===== config.mk =====
export PLATFORM = sky130hd
export DESIGN_NAME = i8088_inta_seq
export DESIGN_NICKNAME = d
export VERILOG_FILES = /design/src/rtl/i8088_inta_seq.sv
export SDC_FILE = /design/constraint.sdc
export NUM_CORES = 1
export LEC_CHECK = 0
export ABC_AREA = 1
export BUFFER_PORTS_ARGS = -buffer_cell sky130_fd_sc_hd__buf_2
export CAP_MARGIN = 20
export CORE_MARGIN = 5
export CORE_UTILIZATION = 44
export DETAILED_ROUTE_END_ITERATION = 6
export GPL_TIMING_DRIVEN = 0
export HOLD_SLACK_MARGIN = 0.02
export PLACE_DENSITY = 0.68
export SLEW_MARGIN = 20
export SYNTH_ARGS = -nofsm -noshare
export SYNTH_HDL_FRONTEND = slang
export SYNTH_SLANG_ARGS = --single-unit

===== constraint.sdc =====
create_clock -name clk_i -period 1.6 [get_ports clk_i]
set_clock_uncertainty 0.2 [all_clocks]
set_input_delay 0.16 -clock clk_i [delete_from_list [all_inputs] [get_ports clk_i]]
set_output_delay 0.16 -clock clk_i [all_outputs]
set_load 0.01 [all_outputs]

===== src/rtl/i8088_inta_seq.sv =====
// Interrupt-acknowledge sequencer for an 8088-style core: issues the two INTA
// pulses to the PIC, captures the vector during the second, and hands it to the core.
module i8088_inta_seq #(
    parameter int INTA_W = 2,
    parameter int GAP_W  = 1
) (
    input  logic       clk_i,
    input  logic       rst_ni,
    input  logic       intr_i,
    input  logic       ien_i,
    input  logic       boundary_i,
    output logic       inta_o,
    input  logic [7:0] data_i,
    output logic [7:0] vec_o,
    output logic       vec_valid_o,
    input  logic       vec_ready_i,
    output logic       busy_o
);

    typedef enum logic [2:0] {
        IDLE,
        INTA1,
        GAP,
        INTA2,
        DONE
    } state_t;

    localparam logic [3:0] INTA_LOAD = 4'(INTA_W - 1);
    localparam logic [3:0] GAP_LOAD  = 4'(GAP_W - 1);

    state_t     state;
    logic [3:0] cnt;

    // Outputs are registered alongside the state so each one reflects the
    // state being entered; the request inputs are ignored once INTA1 starts.
    // NOTE: all state and outputs use non-blocking assignments so every
    // register sees pre-edge values and simulation matches the synthesized flops.
    always_ff @(posedge clk_i or negedge rst_ni) begin
        if (!rst_ni) begin
            state       <= IDLE;
            cnt         <= 4'd0;
            inta_o      <= 1'b0;
            vec_valid_o <= 1'b0;
            busy_o      <= 1'b0;
            vec_o       <= 8'h00;
        end else begin
            case (state)
                IDLE: begin
                    if (intr_i && ien_i && boundary_i) begin
                        state  <= INTA1;
                        cnt    <= INTA_LOAD;
                        inta_o <= 1'b1;
                        busy_o <= 1'b1;
                    end
                end
                INTA1: begin
                    if (cnt == 4'd0) begin
                        state  <= GAP;
                        cnt    <= GAP_LOAD;
                        inta_o <= 1'b0;
                    end else begin
                        cnt <= cnt - 4'd1;
                    end
                end
                GAP: begin
                    if (cnt == 4'd0) begin
                        state  <= INTA2;
                        cnt    <= INTA_LOAD;
                        inta_o <= 1'b1;
                    end else begin
                        cnt <= cnt - 4'd1;
                    end
                end
                INTA2: begin
                    // The PIC drives the vector during the second pulse; latch it
                    // only as that pulse ends.
                    if (cnt == 4'd0) begin
                        state       <= DONE;
                        inta_o      <= 1'b0;
                        vec_valid_o <= 1'b1;
                        vec_o       <= data_i;
                    end else begin
                        cnt <= cnt - 4'd1;
                    end
                end
                DONE: begin
                    if (vec_ready_i) begin
                        state       <= IDLE;
                        vec_valid_o <= 1'b0;
                        busy_o      <= 1'b0;
                    end
                end
                default: begin
                    state       <= IDLE;
                    cnt         <= 4'd0;
                    inta_o      <= 1'b0;
                    vec_valid_o <= 1'b0;
                    busy_o      <= 1'b0;
                end
            endcase
        end
    end

endmodule


==> results of run 1 <==
[routing by layer]
| metal | track usage, % | share of wire (%) | vias to the layer above |
|---|---|---|---|
| met5 | 0 | 0 | - |
| met3 | 3.45 | 5.0 | 3 |
| li1 | - | - | 469 |
| met2 | 25.7 | 47 | 23 |
| met4 | 3.97 | 1.0 | 0 |
| met1 | 18.9 | 47 | 437 |
[flip-flops by register name, summed over array words and instances (netlist names)]
| signal | cells |
|---|---|
| vec_o | 8 |
| cnt | 4 |
| state | 3 |
| busy_o | 1 |
| inta_o | 1 |
| vec_valid_o | 1 |
[cells in the mapped netlist]
cell type  number  share of area [%]
nand2_1        49                 19
dfrtp_1        18                 47
nand3_1        14                7.3
inv_1           6                2.3
nor2_1          6                2.3
inv_2           5                2.0
o21ai_0         5                2.6
nand2_2         4                2.6
nor2_2          3                2.0
nand3_2         2                2.1
nand4_1         2                1.3
buf_4           1               0.78
buf_6           1                1.2
ha_1            1                1.3
inv_4           1               0.65
nand2_4         1                1.2
nand3b_2        1                1.2
nor2_4          1                1.2
o211ai_1        1               0.78
o21ai_1         1               0.52
xor2_1          1               0.91
[layout make-up]
cell class	instances	area, um2
Clock buffer	4	36.3
Buffer	2	22.5
Multi-Input combinational cell	92	468
Tap cell	28	35.0
Fill cell	192	858
Inverter	12	50.0
Sequential cell	18	450
Timing Repair Buffer	35	228
[per-stage QoR]
stage | hold slack, ns | cells | total power [mW] | setup WS (ns)
2_1_floorplan | -0.336 | 124 | 1.84 | 0.124
3_3_place_gp | -0.0891 | 176 | 2.17 | 0.00417
3_5_place_dp | -0.0818 | 176 | 2.23 | -0.0398
4_1_cts | 0.123 | 190 | 2.57 | 0.0528
5_1_grt | 0.144 | 191 | 2.88 | -0.00565
6_report | 0.100 | 191 | 2.61 | 0.106
[critical path, stage by stage, from the launching register on]
cell     delay [ns]
dfrtp_1        0.47
nor2_2         0.26
nand3_2        0.17
nand3_4        0.14
inv_2          0.04
nand2_1        0.06
nand2_1        0.05
[power groups by stage]
stage / combinational (mW) / sequential, mW / clock (mW)
final: 1.48 / 0.843 / 0.293
after global routing: 1.68 / 0.876 / 0.319
after CTS: 1.43 / 0.843 / 0.295
after detailed placement: 1.38 / 0.844 / 0
after global placement: 1.33 / 0.843 / 0
after floorplan: 0.940 / 0.897 / 0
[how the worst max path moves through the flow]
stage	startpoint	end	slack (ns)	depth (start not counted)
global placement	cnt[0]$_DFFE_PN0P_	vec_o[4]$_DFFE_PN0P_	0.004	8
finish	state[0]$_DFFE_PN0P_	cnt[0]$_DFFE_PN0P_	0.11	6
CTS	cnt[0]$_DFFE_PN0P_	vec_o[3]$_DFFE_PN0P_	0.05	8
floorplan	cnt[0]$_DFFE_PN0P_	vec_o[0]$_DFFE_PN0P_	0.12	8
global route	state[0]$_DFFE_PN0P_	busy_o$_DFFE_PN0P_	-0.006	6
detailed placement	cnt[0]$_DFFE_PN0P_	vec_o[3]$_DFFE_PN0P_	-0.04	8
[kinds of logic after synthesis]
logic type	after synthesis
AOI/OAI and AO/OA	7
xor gates and xnor gates	1
adders and majority gates	1
buffers and inverters	14
DFF	18
and+or+nand+nor	83
[timing repair]
item | 4_1_cts | 5_1_grt
hold endpoints to repair | 27 | 0
gates resized for setup | 3 | 4
hold buffers | 10 | 0
setup buffers | 0 | 1
setup endpoints to repair | 10 | 12
==> summary.md, run 1 <==
| Metric | Value |
|---|---|
| Status | `complete, no violations` |
| Max Freq | `669 MHz` |
| Share of cells above drive strength 1 | `31.9%` |
| Vias in the first global route | `924` |
| Rel. slew slack | `72.8%` |
| Switching part of the total | `46.7%` |
| CP Class | `flop to flop` |
| Avg Synthesized Cell Area | `7.76 um2` |
| Worst R2R End | `cnt[0]$_DFFE_PN0P_` |
| Final cell area excluding filler cells | `0.00129 mm2` |
| Yosys Warn Count | `0` |
| Post-synthesis register bit count | `18` |
| GRT overflow | `0` |
| CP Max Fanout | `6` |
| Final ANT Viol Nets | `0` |
| Post-DP HPWL | `1540 um` |
| CTS tree | `built` |
| Pwr per Cell Area | `2030 mW/mm2` |
| Antenna Cells | `0` |
| Via density per instance | `4.88` |
| Number of distinct library cells after synthesis | `21` |
| Initial drt markers | `18` |
| IO Count | `25` |
| Worst slew pin tran | `0.409 ns` |
| Root Buffer | `clkbuf_4` |
| Final worst path period share | `93.4%` |
| Clock power share | `11.2%` |
| Leakage | `0.722 nW` |
| Die area | `0.00322 mm2` |
| WP data required | `1.60 ns` |
| Syn Inst Count | `124` |
| Final Wtd Congestion | `0.886` |
| Most frequent cells in the layout | `48 x nand2_1, 24 x buf_2, 18 x dfrtp_1` |
| Most common cell after layout, fill and taps aside | `nand2_1` |
| Std cell rows | `17` |
| CP endpoint kind | `flop` |
| First-pass GRT wire length | `3920 um` |
| Xor/xnor share of the synthesized area | `0.910%` |
| Syn_nets | `139` |
| Sequential share of the synthesized area | `46.8%` |
| Gate power share | `56.5%` |
| Cts bufs inserted | `3` |
| Detailed-route DRC error count | `0` |
| Critical Path AT | `1.50 ns` |
| Mapped Area | `962 um2` |
| Total net switching power | `1.22 mW` |
| CTS clk-pin slew, worst paths | `0.11 ns` |
| Adder-cell area share of the yosys netlist | `1.30%` |
| # port buffers | `24` |
| Global-route usage over all layers | `15.0%` |
| Multiplexer area fraction after synthesis | `0%` |
| TNS Setup | `0 ns` |
| Depth of the most critical reg-to-reg path | `6` |
| FF-to-FF setup slack | `0.11 ns` |
| Buffers from clock root to sink, at most | `2` |
| Final Util | `60.0%` |
| Min Clock Period, post-route | `1.49 ns` |
| Largest net degree at the start of global routing | `19` |
| Die height | `56.8 um` |
| CTS H-Tree Depth | `1` |
| Final wirelength | `2220 um` |
| Area Growth Syn to Fin | `34.1%` |
| Sequential Power Share | `32.3%` |
| Int Pwr | `1.39 mW` |
| Reg-to-reg startpoint | `state[0]$_DFFE_PN0P_` |
| Avg WL per Cell | `11.6 um` |
| Initial Utilization | `44.8%` |
| Placed cell areas | `0.00112 mm2` |
| Worst Hold Class | `primary input to async pin` |
| Crit start category | `flop` |
| Die width | `56.8 um` |
| Simple-gate share of the synthesized area | `40.2%` |
| Worst-Skew Late Latency | `0.30 ns` |
| Pre-antenna DRT Iters | `4` |
| Initial antenna violation count | `0` |
| Worst VDD drop | `0.921 mV` |
| Routed vias | `932` |
| Final nets | `179` |
| Placeable Area | `0.00215 mm2` |
| Final hold violations | `0` |
| Final setup fails | `0` |
| Main combinational cell family by area after synthesis | `simple AND/OR/NAND/NOR gates` |
| Clk sinks | `18` |
| Max Cap Viol | `0` |
| Max Slew Vio Count | `0` |
| Complex-gate fraction of the synthesized area | `3.90%` |
No activity file was read; power rests on OpenSTA's default activity.
==> run 2, diff against run 1 <==
--- a/config.mk
+++ b/config.mk
@@ -9,11 +9,11 @@
 export BUFFER_PORTS_ARGS = -buffer_cell sky130_fd_sc_hd__buf_2
 export CAP_MARGIN = 20
 export CORE_MARGIN = 5
-export CORE_UTILIZATION = 44
+export CORE_UTILIZATION = 51
 export DETAILED_ROUTE_END_ITERATION = 6
 export GPL_TIMING_DRIVEN = 0
 export HOLD_SLACK_MARGIN = 0.02
-export PLACE_DENSITY = 0.68
+export PLACE_DENSITY = 0.77
 export SLEW_MARGIN = 20
 export SYNTH_ARGS = -nofsm -noshare
 export SYNTH_HDL_FRONTEND = slang
==> run 2 against run 1 <==
Non-clock buffer count stayed put. First-iteration DRC count is 33% higher. Register-to-register slack hardly changed. Critical endpoint is now inta_o$_DFFE_PN0P_. Largest power group unchanged.
==> summary.md, run 2 (synthesis results as in run 1) <==
| Metric | Value |
|---|---|
| Status | `complete, no violations (unchanged)` |
| Avg WL per Cell | `11.6 um (about the same)` |
| Max Slew Vio Count | `0 (unchanged)` |
| Final ANT Viol Nets | `0 (unchanged)` |
| Worst slew pin tran | `0.396 ns (was 0.409 ns)` |
| CP Class | `flop to flop (unchanged)` |
| Max Freq | `668 MHz (was 669 MHz)` |
| Max Cap Viol | `0 (unchanged)` |
| Leakage | `0.716 nW (was 0.722 nW)` |
| Largest delay share family, worst path | `simple AND/OR/NAND/NOR gates (unchanged)` |
| Switching part of the total | `46.8% (was 46.7%)` |
| Vias in the first global route | `834 (was 924)` |
| Placed cell areas | `0.00111 mm2 (was 0.00112 mm2)` |
| Clock power share | `8.6% (was 11.2%)` |
| Final worst path period share | `93.5% (was 93.4%)` |
| Total net switching power | `1.18 mW (was 1.22 mW)` |
| Crit start category | `flop (unchanged)` |
| Share of cells above drive strength 1 | `31.5% (was 31.9%)` |
| Min Clock Period, post-route | `1.50 ns (was 1.49 ns)` |
| Worst Hold Class | `primary input to async pin (unchanged)` |
| Die width | `53.4 um (was 56.8 um)` |
| Std cell rows | `15 (was 17)` |
| Reg with most FFs | `vec_o (unchanged)` |
| Largest register FFs | `8 (unchanged)` |
| Placeable Area | `0.00176 mm2 (was 0.00215 mm2)` |
| Die area | `0.00286 mm2 (was 0.00322 mm2)` |
| Final nets | `179 (unchanged)` |
| Reg-to-reg startpoint | `state[0]$_DFFE_PN0P_ (unchanged)` |
| GRT overflow | `0 (unchanged)` |
| CP bufs+invs | `0 (was 1)` |
| Root Buffer | `clkbuf_4 (unchanged)` |
| Final Util | `72.3% (was 60.0%)` |
| Pwr per Cell Area | `1980 mW/mm2 (was 2030 mW/mm2)` |
| CTS tree | `built (unchanged)` |
| Initial Utilization | `54.5% (was 44.8%)` |
| Buffers from clock root to sink, at most | `2 (unchanged)` |
| Crit-path max cell delay | `0.47 ns (about the same)` |
| CP endpoint kind | `flop (unchanged)` |
| Final hold violations | `0 (unchanged)` |
| Final Wtd Congestion | `0.891 (was 0.886)` |
| Cts bufs inserted | `3 (unchanged)` |
| # port buffers | `24 (unchanged)` |
| Gate power share | `58.0% (was 56.5%)` |
| First-pass GRT wire length | `3600 um (was 3920 um)` |
| Clk sinks | `18 (unchanged)` |
| Top Usage Layer GRT | `met2 (unchanged)` |
| Final wirelength | `2160 um (was 2220 um)` |
| Via density per instance | `4.94 (was 4.88)` |
| Met3 Use GR | `4.51% (was 3.45%)` |
| Final cell area excluding filler cells | `0.00127 mm2 (was 0.00129 mm2)` |
| Final setup fails | `0 (unchanged)` |
| Post-DP HPWL | `1490 um (was 1540 um)` |
| Area Growth Syn to Fin | `32.5% (was 34.1%)` |
| Die height | `53.4 um (was 56.8 um)` |
| Detailed-route DRC error count | `0 (unchanged)` |
| Worst VDD drop | `1.26 mV (was 0.921 mV)` |
| Met1 Use GR | `20.2% (was 18.9%)` |
| Top Registers | `vec_o (8), cnt (4), state (3) (unchanged)` |
| CTS clk-pin slew, worst paths | `0.10 ns (was 0.11 ns)` |
| Antenna Cells | `0 (unchanged)` |
| CP Max Fanout | `6 (unchanged)` |
| TNS Setup | `0 ns (unchanged)` |
| CP startpoint | `state[0]$_DFFE_PN0P_ (unchanged)` |
| Met2 Track Usage GR | `30.4% (was 25.7%)` |
| Most frequent cells in the layout | `48 x nand2_1, 24 x buf_2, 18 x dfrtp_1 (unchanged)` |
| IO Count | `25 (unchanged)` |
| CTS H-Tree Depth | `1 (unchanged)` |
| Critical Path AT | `1.47 ns (was 1.50 ns)` |
| Initial antenna violation count | `0 (unchanged)` |
| Int Pwr | `1.34 mW (was 1.39 mW)` |
| Crit path max-delay cell type | `dfrtp_1 (unchanged)` |
| Initial drt markers | `24 (was 18)` |
| Sequential Power Share | `33.4% (was 32.3%)` |
| Rel. slew slack | `73.6% (was 72.8%)` |
| Worst-Skew Late Latency | `0.28 ns (was 0.30 ns)` |
| WP data required | `1.57 ns (was 1.60 ns)` |
| Pre-antenna DRT Iters | `5 (was 4)` |
| Routed vias | `923 (was 932)` |
| Global-route usage over all layers | `17.3% (was 15.0%)` |
| Largest net degree at the start of global routing | `19 (unchanged)` |
| CP Cell Sequence | `nor2_2 -> nand3_2 -> nand2_2 -> nor2_2 -> nand2_1 -> nand2_1 (was nor2_2 -> nand3_2 -> nand3_4 -> inv_2 -> nand2_1 -> nand2_1)` |
| Most common cell after layout, fill and taps aside | `nand2_1 (unchanged)` |
## run 2: changes by cell type in the layout (fill, tap and decap cells not counted)
cell,delta
inv_4,+1
clkbuf_8,-1
inv_2,-1
## run 2: area by class of cell
class	instances	area, um2
fill	160	489
multi-input combinational	92	468
sequential	18	450
timing repair buffer	35	228
inverter	12	52.6
tap	25	31.3
clock buffer	3	22.5
buffer	2	22.5
## run 2: path summary, 6_finish.rpt
path / endpoint / slack [ns] / cells past startpoint
worst max-delay path: inta_o$_DFFE_PN0P_ / 0.10 / 6
worst min-delay path: cnt[3]$_DFFE_PN0P_ / 0.12 / 2
worst max register to register: inta_o$_DFFE_PN0P_ / 0.10 / 6
worst min register to register: vec_o[1]$_DFFE_PN0P_ / 0.28 / 2
max in group asynchronous: state[1]$_DFFE_PN0P_ / 0.80 / 2
min in group clk_i: state[1]$_DFFE_PN0P_ / 0.20 / 6
## run 2: power by group through the flow
stage	clock network (mW)	logic [mW]	registers [mW]
final	0.218	1.46	0.843
after global routing	0.245	1.68	0.876
after CTS	0.231	1.42	0.844
after detailed placement	0	1.36	0.847
after global placement	0	1.32	0.840
after floorplan	0	0.940	0.897
## run 2: routing by layer
| metal | part of all wire, % | wire length [um] |
|---|---|---|
| met2 | 49 | 1070 |
| met3 | 7.4 | 159 |
| met4 | 0.65 | 14 |
| met1 | 42 | 917 |
| met5 | 0 | 0 |
## run 2: timing repair
item / CTS / global route
pin swaps: 0 / 1
resized for setup: 3 / 5
cloned: 0 / 0
hold endpoints to repair: 27 / 0
hold buffers: 10 / 0
buffers inserted: 0 / 1
setup endpoints to repair: 12 / 13
## run 2: per-stage QoR
step	setup WS (ns)	hold slack [ns]	instances	power [mW]
6_report	0.104	0.123	187	2.52
5_1_grt	-0.0192	0.138	187	2.80
4_1_cts	0.0432	0.130	186	2.50
3_5_place_dp	-0.0486	-0.0882	173	2.21
3_3_place_gp	-0.00476	-0.0910	173	2.16
2_1_floorplan	0.124	-0.336	124	1.84
